### src/rtl/mfp_ahb_lite_master_pkg.sv
// Shared AHB-Lite encodings used by the single-transfer master and its bench.
package mfp_ahb_lite_master_pkg;

  localparam logic [1:0] HTRANS_IDLE   = 2'b00;
  localparam logic [1:0] HTRANS_NONSEQ = 2'b10;
  localparam logic [2:0] HBURST_SINGLE = 3'b000;
  localparam logic [2:0] HSIZE_WORD    = 3'b010;

endpackage

### src/rtl/mfp_ahb_lite_master_rsp_reg.sv
// Response holding register with valid/ready; a one-entry skid catches the
// completion of a transfer already in flight when the consumer stalls.
module mfp_ahb_lite_master_rsp_reg (
  input  logic        i_clk,
  input  logic        i_rst,
  input  logic        i_load,
  input  logic [31:0] i_rdata,
  input  logic        i_err,
  input  logic        i_ready,
  output logic        o_valid,
  output logic [31:0] o_rdata,
  output logic        o_err
);

  logic        r_valid;
  logic [31:0] r_rdata;
  logic        r_err;
  logic        r_sk_valid;
  logic [31:0] r_sk_rdata;
  logic        r_sk_err;
  logic        w_free;

  assign w_free  = ~r_valid | i_ready;
  assign o_valid = r_valid;
  assign o_rdata = r_rdata;
  assign o_err   = r_err;

  always_ff @(posedge i_clk) begin
    if (i_rst) begin
      r_valid    <= 1'b0;
      r_rdata    <= 32'h0;
      r_err      <= 1'b0;
      r_sk_valid <= 1'b0;
      r_sk_rdata <= 32'h0;
      r_sk_err   <= 1'b0;
    end else if (w_free) begin
      if (r_sk_valid) begin
        r_valid    <= 1'b1;
        r_rdata    <= r_sk_rdata;
        r_err      <= r_sk_err;
        r_sk_valid <= i_load;
        if (i_load) begin
          r_sk_rdata <= i_rdata;
          r_sk_err   <= i_err;
        end
      end else begin
        r_valid <= i_load;
        if (i_load) begin
          r_rdata <= i_rdata;
          r_err   <= i_err;
        end
      end
    end else if (i_load) begin
      r_sk_valid <= 1'b1;
      r_sk_rdata <= i_rdata;
      r_sk_err   <= i_err;
    end
  end

endmodule

### src/rtl/mfp_ahb_lite_master.sv
// AHB-Lite single-transfer master: command in, pipelined address/data phases,
// one response per command including two-cycle error handling.
module mfp_ahb_lite_master
  import mfp_ahb_lite_master_pkg::*;
#(
  parameter logic [3:0] HPROT_VALUE = 4'b0011
) (
  input  logic        HCLK,
  input  logic        HRESET,
  input  logic        cmd_valid,
  output logic        cmd_ready,
  input  logic [31:0] cmd_addr,
  input  logic        cmd_write,
  input  logic [2:0]  cmd_size,
  input  logic [31:0] cmd_wdata,
  output logic        rsp_valid,
  input  logic        rsp_ready,
  output logic [31:0] rsp_rdata,
  output logic        rsp_err,
  output logic [31:0] HADDR,
  output logic [2:0]  HBURST,
  output logic        HMASTLOCK,
  output logic [3:0]  HPROT,
  output logic [2:0]  HSIZE,
  output logic [1:0]  HTRANS,
  output logic [31:0] HWDATA,
  output logic        HWRITE,
  input  logic [31:0] HRDATA,
  input  logic        HREADY,
  input  logic        HRESP
);

  typedef enum logic [1:0] {S_IDLE, S_DATA, S_ERR} state_e;

  state_e      r_state;
  logic [31:0] r_haddr;
  logic [31:0] r_hwdata;
  logic        r_hwrite;
  logic [2:0]  r_hsize;
  logic        w_accept;
  logic        w_rsp_block;
  logic        w_rsp_load;
  logic        w_rsp_err;
  logic [31:0] w_rsp_rdata;

  assign w_rsp_block = rsp_valid & ~rsp_ready;
  assign cmd_ready   = ~HRESET & HREADY & ~w_rsp_block & (r_state != S_ERR);
  assign w_accept    = cmd_valid & cmd_ready;

  assign HTRANS    = w_accept ? HTRANS_NONSEQ : HTRANS_IDLE;
  assign HADDR     = w_accept ? cmd_addr  : r_haddr;
  assign HWRITE    = w_accept ? cmd_write : r_hwrite;
  assign HSIZE     = w_accept ? cmd_size  : r_hsize;
  assign HWDATA    = r_hwdata;
  assign HBURST    = HBURST_SINGLE;
  assign HMASTLOCK = 1'b0;
  assign HPROT     = HPROT_VALUE;

  // r_hwrite doubles as the direction of the outstanding data phase.
  assign w_rsp_load  = ~HRESET & HREADY & ((r_state == S_DATA) | (r_state == S_ERR));
  assign w_rsp_err   = (r_state == S_ERR) | HRESP;
  assign w_rsp_rdata = (w_rsp_err | r_hwrite) ? 32'h0 : HRDATA;

  always_ff @(posedge HCLK) begin
    if (HRESET) begin
      r_state  <= S_IDLE;
      r_haddr  <= 32'h0;
      r_hwdata <= 32'h0;
      r_hwrite <= 1'b0;
      r_hsize  <= HSIZE_WORD;
    end else begin
      if (w_accept) begin
        r_haddr  <= cmd_addr;
        r_hwdata <= cmd_wdata;
        r_hwrite <= cmd_write;
        r_hsize  <= cmd_size;
      end
      case (r_state)
        S_IDLE: if (w_accept) r_state <= S_DATA;
        S_DATA: begin
          if (HREADY) r_state <= w_accept ? S_DATA : S_IDLE;
          else if (HRESP) r_state <= S_ERR;
        end
        S_ERR:   if (HREADY) r_state <= S_IDLE;
        default: r_state <= S_IDLE;
      endcase
    end
  end

  mfp_ahb_lite_master_rsp_reg u_rsp_reg (
    .i_clk   (HCLK),
    .i_rst   (HRESET),
    .i_load  (w_rsp_load),
    .i_rdata (w_rsp_rdata),
    .i_err   (w_rsp_err),
    .i_ready (rsp_ready),
    .o_valid (rsp_valid),
    .o_rdata (rsp_rdata),
    .o_err   (rsp_err)
  );

endmodule

### config.mk
export PLATFORM = sky130hd
export DESIGN_NAME = mfp_ahb_lite_master
export DESIGN_NICKNAME = d
export VERILOG_FILES = /design/src/rtl/mfp_ahb_lite_master_pkg.sv /design/src/rtl/mfp_ahb_lite_master_rsp_reg.sv /design/src/rtl/mfp_ahb_lite_master.sv
export SDC_FILE = /design/constraint.sdc
export NUM_CORES = 1
export LEC_CHECK = 0
export ABC_CLOCK_PERIOD_IN_PS = 2120
export CELL_PAD_IN_SITES_DETAIL_PLACEMENT = 1
export CELL_PAD_IN_SITES_GLOBAL_PLACEMENT = 1
export CORE_MARGIN = 5
export CORE_UTILIZATION = 31
export CTS_CLUSTER_SIZE = 28
export DETAILED_ROUTE_END_ITERATION = 8
export GPL_TIMING_DRIVEN = 0
export PLACE_DENSITY_LB_ADDON = 0.12
export SLEW_MARGIN = 20
export SYNTH_ARGS = -nofsm -noshare
export SYNTH_HDL_FRONTEND = slang
export SYNTH_SLANG_ARGS = --single-unit
### constraint.sdc
create_clock -name HCLK -period 2.12 [get_ports HCLK]
set_input_delay 0.424 -clock HCLK [delete_from_list [all_inputs] [get_ports HCLK]]
set_output_delay 0.424 -clock HCLK [all_outputs]
set_load 0.02 [all_outputs]
==> results.md, run 1 <==
Timing:
- The total negative slack is -7180 ps.
- Setup repair after global routing could not meet its margin everywhere.
- The shortest clock period the worst path allows after layout is 2350 ps.
- At the pin with the least slew margin, the transition time is 644 ps.
- The number of slew-limit violations in the final report is 0.
- The final clock period utilization by the worst path is 111%.
- The clock skew after layout is 6.11 ps.
- The least setup slack across all paths after layout is -226 ps.
- The hold violation count in the final report is 0.
- The total of endpoints with negative setup slack in the final report is 37.
- The worst slew margin relative to its limit is 57.1%.
- The maximum operating frequency is 426 MHz.

GRT:
- The first global-routing pass estimated 30800 um of wire.
- The via count of the first global-routing pass came to 5764.
- Entering global routing, the biggest net connects 17 pins.
- The number of antenna violations at the first check in global routing came to 0.
- Global routing used 19.3% of the available tracks across all layers.
- After global routing the overflow that remains totals 0.

Placement:
- After detailed placement, the total cell area comes to 7800 sq um.
- The HPWL after detailed placement is 14400 um.
- The count of buffers added on input and output ports is 209.
- The congestion estimate from routability-driven global placement came to 0.767.

Final layout:
- The post-route netlist has 18.5% of its cells at a drive strength greater than 1.
- After routing the design area is 8680 sq um.
- At the end of the flow, the number of nets in the layout was 955.
- The final standard cell utilization of the core is 50.5%.
- The layout overhead on the synthesized area is 60.8%.
- The number of antenna cells inserted is 0.

Critical path:
- Counting stages on the worst path, the most repeated cell is buf_12.
- The required arrival time at the worst endpoint is 1700 ps.
- The signal on the critical path passes through inv_2 > ha_4 > inv_4 > nand4_4 > buf_12 > buf_12 > mux2_4 > buf_6.
- The startpoint-to-endpoint class of the critical path is register to output pin.
- The worst setup slack for register-to-register paths is 140 ps.
- In this design, the stage delay of the slowest critical-path cell is 330 ps.
- The critical path startpoint category is a register.
- The maximum net fanout on the critical path is 10.
- The signal arrival time at the worst endpoint is 1920 ps.
- For this design, the slowest cell found on the critical path is dfxtp_2.
- The category of the worst setup path capture point is an output pin.

Logic synthesis:
- Counting distinct cell types in the post-synthesis netlist gives 35.
- After synthesis, the cell types taking the most area are dfxtp_1 (51%), nand2_1 (7.0%), a21oi_1 (6.2%), a221oi_1 (5.2%), nor2b_1 (4.2%).
- The post-synthesis async set-or-reset flop share is 0%.
- The cell count after synthesis came out at 599.
- In this run the biggest area consumer among cell types represents 51.2% of the synthesized area.
- The number of storage elements in the synthesis netlist is 138.
- The synthesis warning total is 0.
- The mapped netlist covers 5400 sq um.
- The share of the Yosys chip area taken by registers is 51.2%.
- The biggest area consumer among synthesized cells is dfxtp_1.
- A synthesized cell averages 9.01 sq um.
- The top flip-flop cell by instance count after synthesis is dfxtp_1.
- The synthesized design contains 0 enable-type register cells.

Job:
- The max capacitance violation total is 0.

Drt:
- The number of vias per cell is 4.94.
- After detailed routing, the average wire length per cell comes to 18.1 um.
- Detailed routing inserted a total of 5330 vias.
- Before antenna repair, the detailed router went through 4 iterations.
- Once detail routing completed, the nets flagged for antenna violations numbered 0.
- For this block, the initial DRC count from the detailed router was 216.
- The number of design rule violations left after detail routing is 0.
- After detailed routing, the total wire length is 19500 um.

Die:
- The floorplan step defined a core boundary enclosing 17200 sq um.
- The number of cell rows is 48.
- The floorplan step set the die width to 142 um.
- The I/O pin count is 219.
- The full die area is 20200 sq um.
- The floorplan step set the die height to 142 um.
- The effective utilization at floorplan is 31.4%.

Clock tree:
- CTS built an H-tree with a depth of 4.
- The cts-stage hold buffer count is 0.
- At the later pin of the worst-skew pair, clock insertion delay measures 420 ps.
- The clock root buffer master is clkbuf_16.
- The total CTS buffers is 17.
- TritonCTS built the clock tree.
- The longest clock path from root to sink contains 2 buffers.
- The clock sink count is 138.
- After clock tree synthesis, the clock-pin slew on the worst setup and hold paths is 50 ps.

Status:
- The flow ran to the end, but the final reports show violations.
- The final reports fail on setup timing.

Worst hold path:
- The path type of the worst min-delay path is register to register.

Power:
- In this run the static leakage power is 3.32 nW.
- The total power density per cell area is 725 nW/um^2.
- VDD sags by at most 0.565 mV.
## kinds of logic (layout without fill, tap and decap cells)
| group | count (synthesis) | in the layout | share of synthesized area, % |
|---|---|---|---|
| AO/OA/AOI/OAI | 110 | 110 | 12.8 |
| other | 2 | 9 | 0.139 |
| AND/OR/NAND/NOR | 247 | 247 | 21.4 |
| flip-flops | 138 | 138 | 51.2 |
| multiplexers | 36 | 36 | 8.20 |
| buffers and inverters | 63 | 311 | 5.61 |
| adder cells (fa/ha/maj) | 3 | 3 | 0.695 |
## layout make-up
type / instances / area [sq um]
plain buffers: 57 / 339
clock inverters: 3 / 40.0
clock buffers: 24 / 502
multi-input cells: 405 / 2460
flip-flops and latches: 138 / 2770
well taps: 225 / 282
inverters: 6 / 32.5
fillers: 1965 / 8500
repair buffers: 221 / 2250
## metrics by stage
stage          total power [W]  hold WS (ps)  instances  setup WS, ps
6_report               0.00630           453       1079          -226
3_5_place_dp           0.00352           445       1040         -1010
3_3_place_gp           0.00350           438       1040         -1000
5_1_grt                0.00657           477       1079          -297
4_1_cts                0.00637           453       1078          -242
2_1_floorplan          0.00308           432        606           219
## Yosys cell counts (3+ instances only)
library cell    n
nor2_1         34
mux2_2         12
inv_1           5
clkbuf_1       29
nand2_1       101
ha_1            3
mux2_1         14
a21oi_1        67
nor2b_1        36
a221oi_1       32
mux2_4         10
nor3_1         34
buf_2          14
buf_4          13
dfxtp_1       138
nand3_1        32
## state kept, by name (all words and copies together), names as in the netlist
register,cells
HWDATA,32
r_haddr,32
r_hsize,3
r_hwrite,1
r_state,2
u_rsp_reg.o_err,1
u_rsp_reg.o_rdata,32
u_rsp_reg.o_valid,1
u_rsp_reg.r_sk_err,1
u_rsp_reg.r_sk_rdata,32
u_rsp_reg.r_sk_valid,1
## repair_timing
item,CTS,global route
endpoints found under the setup margin,39,90
pin swaps,2,0
gates resized for setup,266,19
cloned,1,1
setup buffers,10,0
## path summary, 6_finish.rpt
path / from / endpoint / depth (start not counted)
hold reg to reg: u_rsp_reg.o_err$_SDFFE_PP0P_ / u_rsp_reg.o_err$_SDFFE_PP0P_ / 2
setup / recovery: r_state[0]$_SDFFE_PP0P_ / HADDR[3] / 8
hold / removal: u_rsp_reg.o_err$_SDFFE_PP0P_ / u_rsp_reg.o_err$_SDFFE_PP0P_ / 2
setup reg to reg: r_state[0]$_SDFFE_PP0P_ / u_rsp_reg.r_sk_rdata[9]$_SDFFE_PP0P_ / 8
## layer usage
metal  global-route usage (%)  routed length (um)  vias up
met5                        0                   0        -
met4                     6.67                 400        0
met3                     5.24                1230       33
met2                     34.0                9960      179
met1                     22.5                7920     2583
li1                         -                   -     2535
## power by group
part	internal (W)	switching (W)
registers	0.00266	0.0000270
clock network	0.00173	0.00104
logic	0.000450	0.000395
total	0.00484	0.00146
## worst max-delay path: cells and delay by family (launching register included)
kind / cells / cell delay, ps
flip-flops: 1 / 330
AND/OR/NAND/NOR: 1 / 110
adder cells (fa/ha/maj): 1 / 170
multiplexers: 1 / 310
buffers and inverters: 5 / 580
## cell usage in the layout, fill, tap and decap left out, types with 9 or more instances in the layout
| master | synthesis | layout |
|---|---|---|
| a221oi_1 | 32 | 32 |
| nand2_1 | 101 | 101 |
| nor2b_1 | 36 | 36 |
| a21oi_1 | 67 | 67 |
| mux2_4 | 10 | 22 |
| nor2_1 | 34 | 34 |
| buf_2 | 14 | 12 |
| clkbuf_16 | 0 | 18 |
| buf_6 | 0 | 33 |
| mux2_2 | 12 | 14 |
| conb_1 | 2 | 9 |
| dfxtp_1 | 138 | 136 |
| buf_4 | 13 | 23 |
| nand3_1 | 32 | 32 |
| nor3_1 | 34 | 33 |
| clkdlybuf4s50_1 | 0 | 168 |
| clkbuf_1 | 29 | 25 |
No activity file was read; power rests on OpenSTA's default activity.
==> run 2, diff against run 1 <==
--- a/config.mk
+++ b/config.mk
@@ -12,7 +12,6 @@
 export CORE_UTILIZATION = 31
 export CTS_CLUSTER_SIZE = 28
 export DETAILED_ROUTE_END_ITERATION = 8
-export GPL_TIMING_DRIVEN = 0
 export PLACE_DENSITY_LB_ADDON = 0.12
 export SLEW_MARGIN = 20
 export SYNTH_ARGS = -nofsm -noshare
==> run 2 against run 1 <==
Compared with the run above:
- the run still ends with setup timing left
- non-clock buffer count down 34
- sequential power hardly changed
- highest routed layer unchanged
- die area did not move
- critical endpoint is now HADDR[21]
- utilization is 0.66 points lower
- first-iteration DRC count down 26%
==> results.md, run 2 (synthesis results as in run 1) <==
GRT:
- The global-route usage over all layers is 18.7%.
- The via count of the first global-routing pass was 5588.
- The total overflow left after global routing is 0.
- Entering global routing, the biggest net connects 87 pins.
- The number of antenna violations at the first check in global routing is 0.
- The first-pass GRT wire length is 29800 um.

Placement:
- Once placement finished, the instance area stood at 7830 sq um.
- Buffers placed on the I/O ports in this run total 209.
- The post-detailed-placement half-perimeter wirelength is 13000 um.
- Routability-driven placement finished with a final weighted congestion of 0.739.
- The cell total after placement is 1008.

Clock tree:
- For the worst-skew pair, the clock arrives at the later sink with an insertion delay of 410 ps.
- The H-tree depth reported by CTS is 4.
- After clock tree synthesis, the clock-pin slew on the worst setup and hold paths is 50 ps.
- The worst-case clock buffer depth is 2.
- Counting every sink on the clock net gives 138.
- The clock root buffer master is clkbuf_16.
- TritonCTS created 17 clock buffers.
- TritonCTS built the clock tree.

Timing:
- In the finished design, the share of the clock period the worst path needs comes to 111%.
- The shortest clock period the worst path allows after layout is 2340 ps.
- Setup violations remaining at the end of the flow were counted as 36.
- For the final database, setup skew stands at 8.42 ps.
- Setup repair after global routing could not meet its margin everywhere.
- In this run the tightest slew margin relative to its limit is 39.1%.
- The tightest hold path in the finished design has a slack of 454 ps.
- At the pin with the least slew margin, the transition time is 914 ps.
- The hold violation count in the final report is 0.
- In the post-route analysis, the smallest setup slack over all paths is -225 ps.
- The number of slew-limit violations in the final report is 0.
- The maximum operating frequency is 426 MHz.

Critical path:
- STA classifies the critical path endpoint as an output pin.
- The depth of the worst register-to-register path is 8.
- In this run the critical register-to-register path is launched from r_state[1]$_SDFFE_PP0P_.
- The worst setup path is launched from a register.
- By startpoint and endpoint, the worst setup path is classified as register to output pin.
- The critical path contains buffers and inverters numbering 5 combined.
- The largest single stage delay on the critical path is 340 ps.
- The cell class contributing the biggest share of worst-path delay is buffers and inverters.
- The critical path goes through inv_2 > ha_4 > inv_4 > nand4_4 > buf_6 > buf_16 > mux2_4 > buf_6.
- For the worst setup path, the data required time is 1700 ps.
- Along the worst path, the maximum fanout reaches 8.
- Among all stages on the critical path, the largest delay is contributed by dfxtp_2.
- The signal arrival time at the worst endpoint is 1920 ps.
- The cell that appears most often on the critical path is buf_6.
- In this run the critical register-to-register path is captured at u_rsp_reg.o_rdata[18]$_SDFFE_PP0P_.
- The worst setup slack for register-to-register paths is 210 ps.

Die:
- After floorplanning, the core was divided into 48 placement rows.
- The full die area is 20200 sq um.
- For this configuration, the core starts out at a cell density of 31.4%.
- The die is 142 um tall.
- The area of the core is 17200 sq um.
- The die is 142 um wide.
- The I/O pin count is 219.

Final layout:
- From synthesis to final layout, the design area changed by 58.7%.
- In the layout the commonest cells are clkdlybuf4s50_1 (168), dfxtp_1 (136), nand2_1 (101).
- The most common cell after layout, fill and taps aside is clkdlybuf4s50_1.
- The number of nets in the layout is 921.
- Excluding fillers, the count of instances in the completed layout stands at 1047.
- The ratio of cells with drive above 1 in the final layout is 18.1%.
- The repair_antennas step left the layout with diodes totalling 0.
- The post-route standard cell area excluding fillers is 8570 sq um.

Power:
- In this run the static leakage power is 3.25 nW.
- The net switching share of the total power is 23.1%.
- The clock network power share is 43.6%.
- The maximum vdd ir drop is 0.530 mV.
- The power spent charging and discharging nets is 0.00144 W.
- Dividing total power by cell area gives a power density of 726 nW/um^2.
- Per report_power, the sequential group accounts for 43.2% of the total.
- The cell-internal power is 0.00478 W.
- The combinational fraction of design power is 13.2%.

Drt:
- The violation count after the first detailed-route iteration is 159.
- The count of vias placed by the detailed router is 5155.
- For this run, design rule violations remaining after detail routing come to 0.
- The first TritonRoute pass finished after 4 iterations.
- The count of nets left with antenna violations once routing finished came out at 0.
- In the routed layout, each cell is associated on average with a via count of 4.92.
- The aggregate routed wire length is 18900 um.
- Dividing the detail-routed wire length by the instance count gives 18.1 um.

Status:
- The final reports fail on setup timing.
- The run finished, with violations left.

Worst hold path:
- The source of the worst hold timing path is HWDATA[10]$_SDFFE_PP0P_.
- The worst hold path belongs to the class register to register.
- The worst min-delay path endpoint is HWDATA[10]$_SDFFE_PP0P_.
- The worst hold path was traced through 2 stages.

Job:
- The max capacitance violation total is 0.
==> run 2: tightest hold or removal path: cells and delay by family, from the launching register on <==
| family | cells | cell delay [ps] |
|---|---|---|
| simple gates | 1 | 50 |
| flops | 1 | 300 |
| compound gates | 1 | 50 |
==> run 2: metal layers <==
metal | vias up | routed length [um] | global-route usage [%]
li1 | 2470 | - | -
met1 | 2517 | 7720 | 21.2
met2 | 147 | 9790 | 33.4
met3 | 21 | 1080 | 5.38
met4 | 0 | 331 | 6.72
met5 | - | 0 | 0
==> run 2: final cells by class <==
type	count	area [sq um]
well taps	225	282
clock inverters	3	40.0
multi-input cells	405	2450
repair buffers	244	2510
inverters	6	25.0
flip-flops and latches	138	2770
clock buffers	26	489
fillers	1966	8610
==> run 2: power groups by stage <==
| stage | Sequential [W] | Clock, W | Combinational [W] |
|---|---|---|---|
| 2_1_floorplan | 0.00278 | 0 | 0.000300 |
| 3_3_place_gp | 0.00274 | 0 | 0.000760 |
| 3_5_place_dp | 0.00274 | 0 | 0.000779 |
| 4_1_cts | 0.00268 | 0.00279 | 0.000837 |
| 5_1_grt | 0.00269 | 0.00290 | 0.000876 |
| 6_report | 0.00268 | 0.00271 | 0.000821 |
==> run 2: worst max-delay path by stage <==
stage                                 start   endpoint  cells after the start
global route        r_state[0]$_SDFFE_PP0P_  HADDR[21]                      8
finish              r_state[0]$_SDFFE_PP0P_  HADDR[21]                      8
detailed placement                rsp_ready  HADDR[22]                      6
floorplan           r_state[0]$_SDFFE_PP0P_  HADDR[10]                      6
CTS                 r_state[0]$_SDFFE_PP0P_  HADDR[21]                      8
global placement                  rsp_ready  HADDR[22]                      6
==> run 2: per-stage QoR <==
step / util (%) / power [W] / TNS (ps) / setup WS [ps]
2_1_floorplan: - / 0.00308 / 0 / 219
3_3_place_gp: 45.6 / 0.00350 / -31240 / -719
3_5_place_dp: 45.6 / 0.00352 / -35230 / -743
4_1_cts: 50.1 / 0.00631 / -8900 / -276
5_1_grt: 49.9 / 0.00647 / -8460 / -281
6_report: 49.9 / 0.00622 / -6170 / -225
==> run 2: timing repair <==
item,CTS,global route
endpoints found under the setup margin,57,38
pin swaps,3,1
setup buffers,7,2
hold buffers,0,0
resized for setup,249,3
gates cloned,3,0
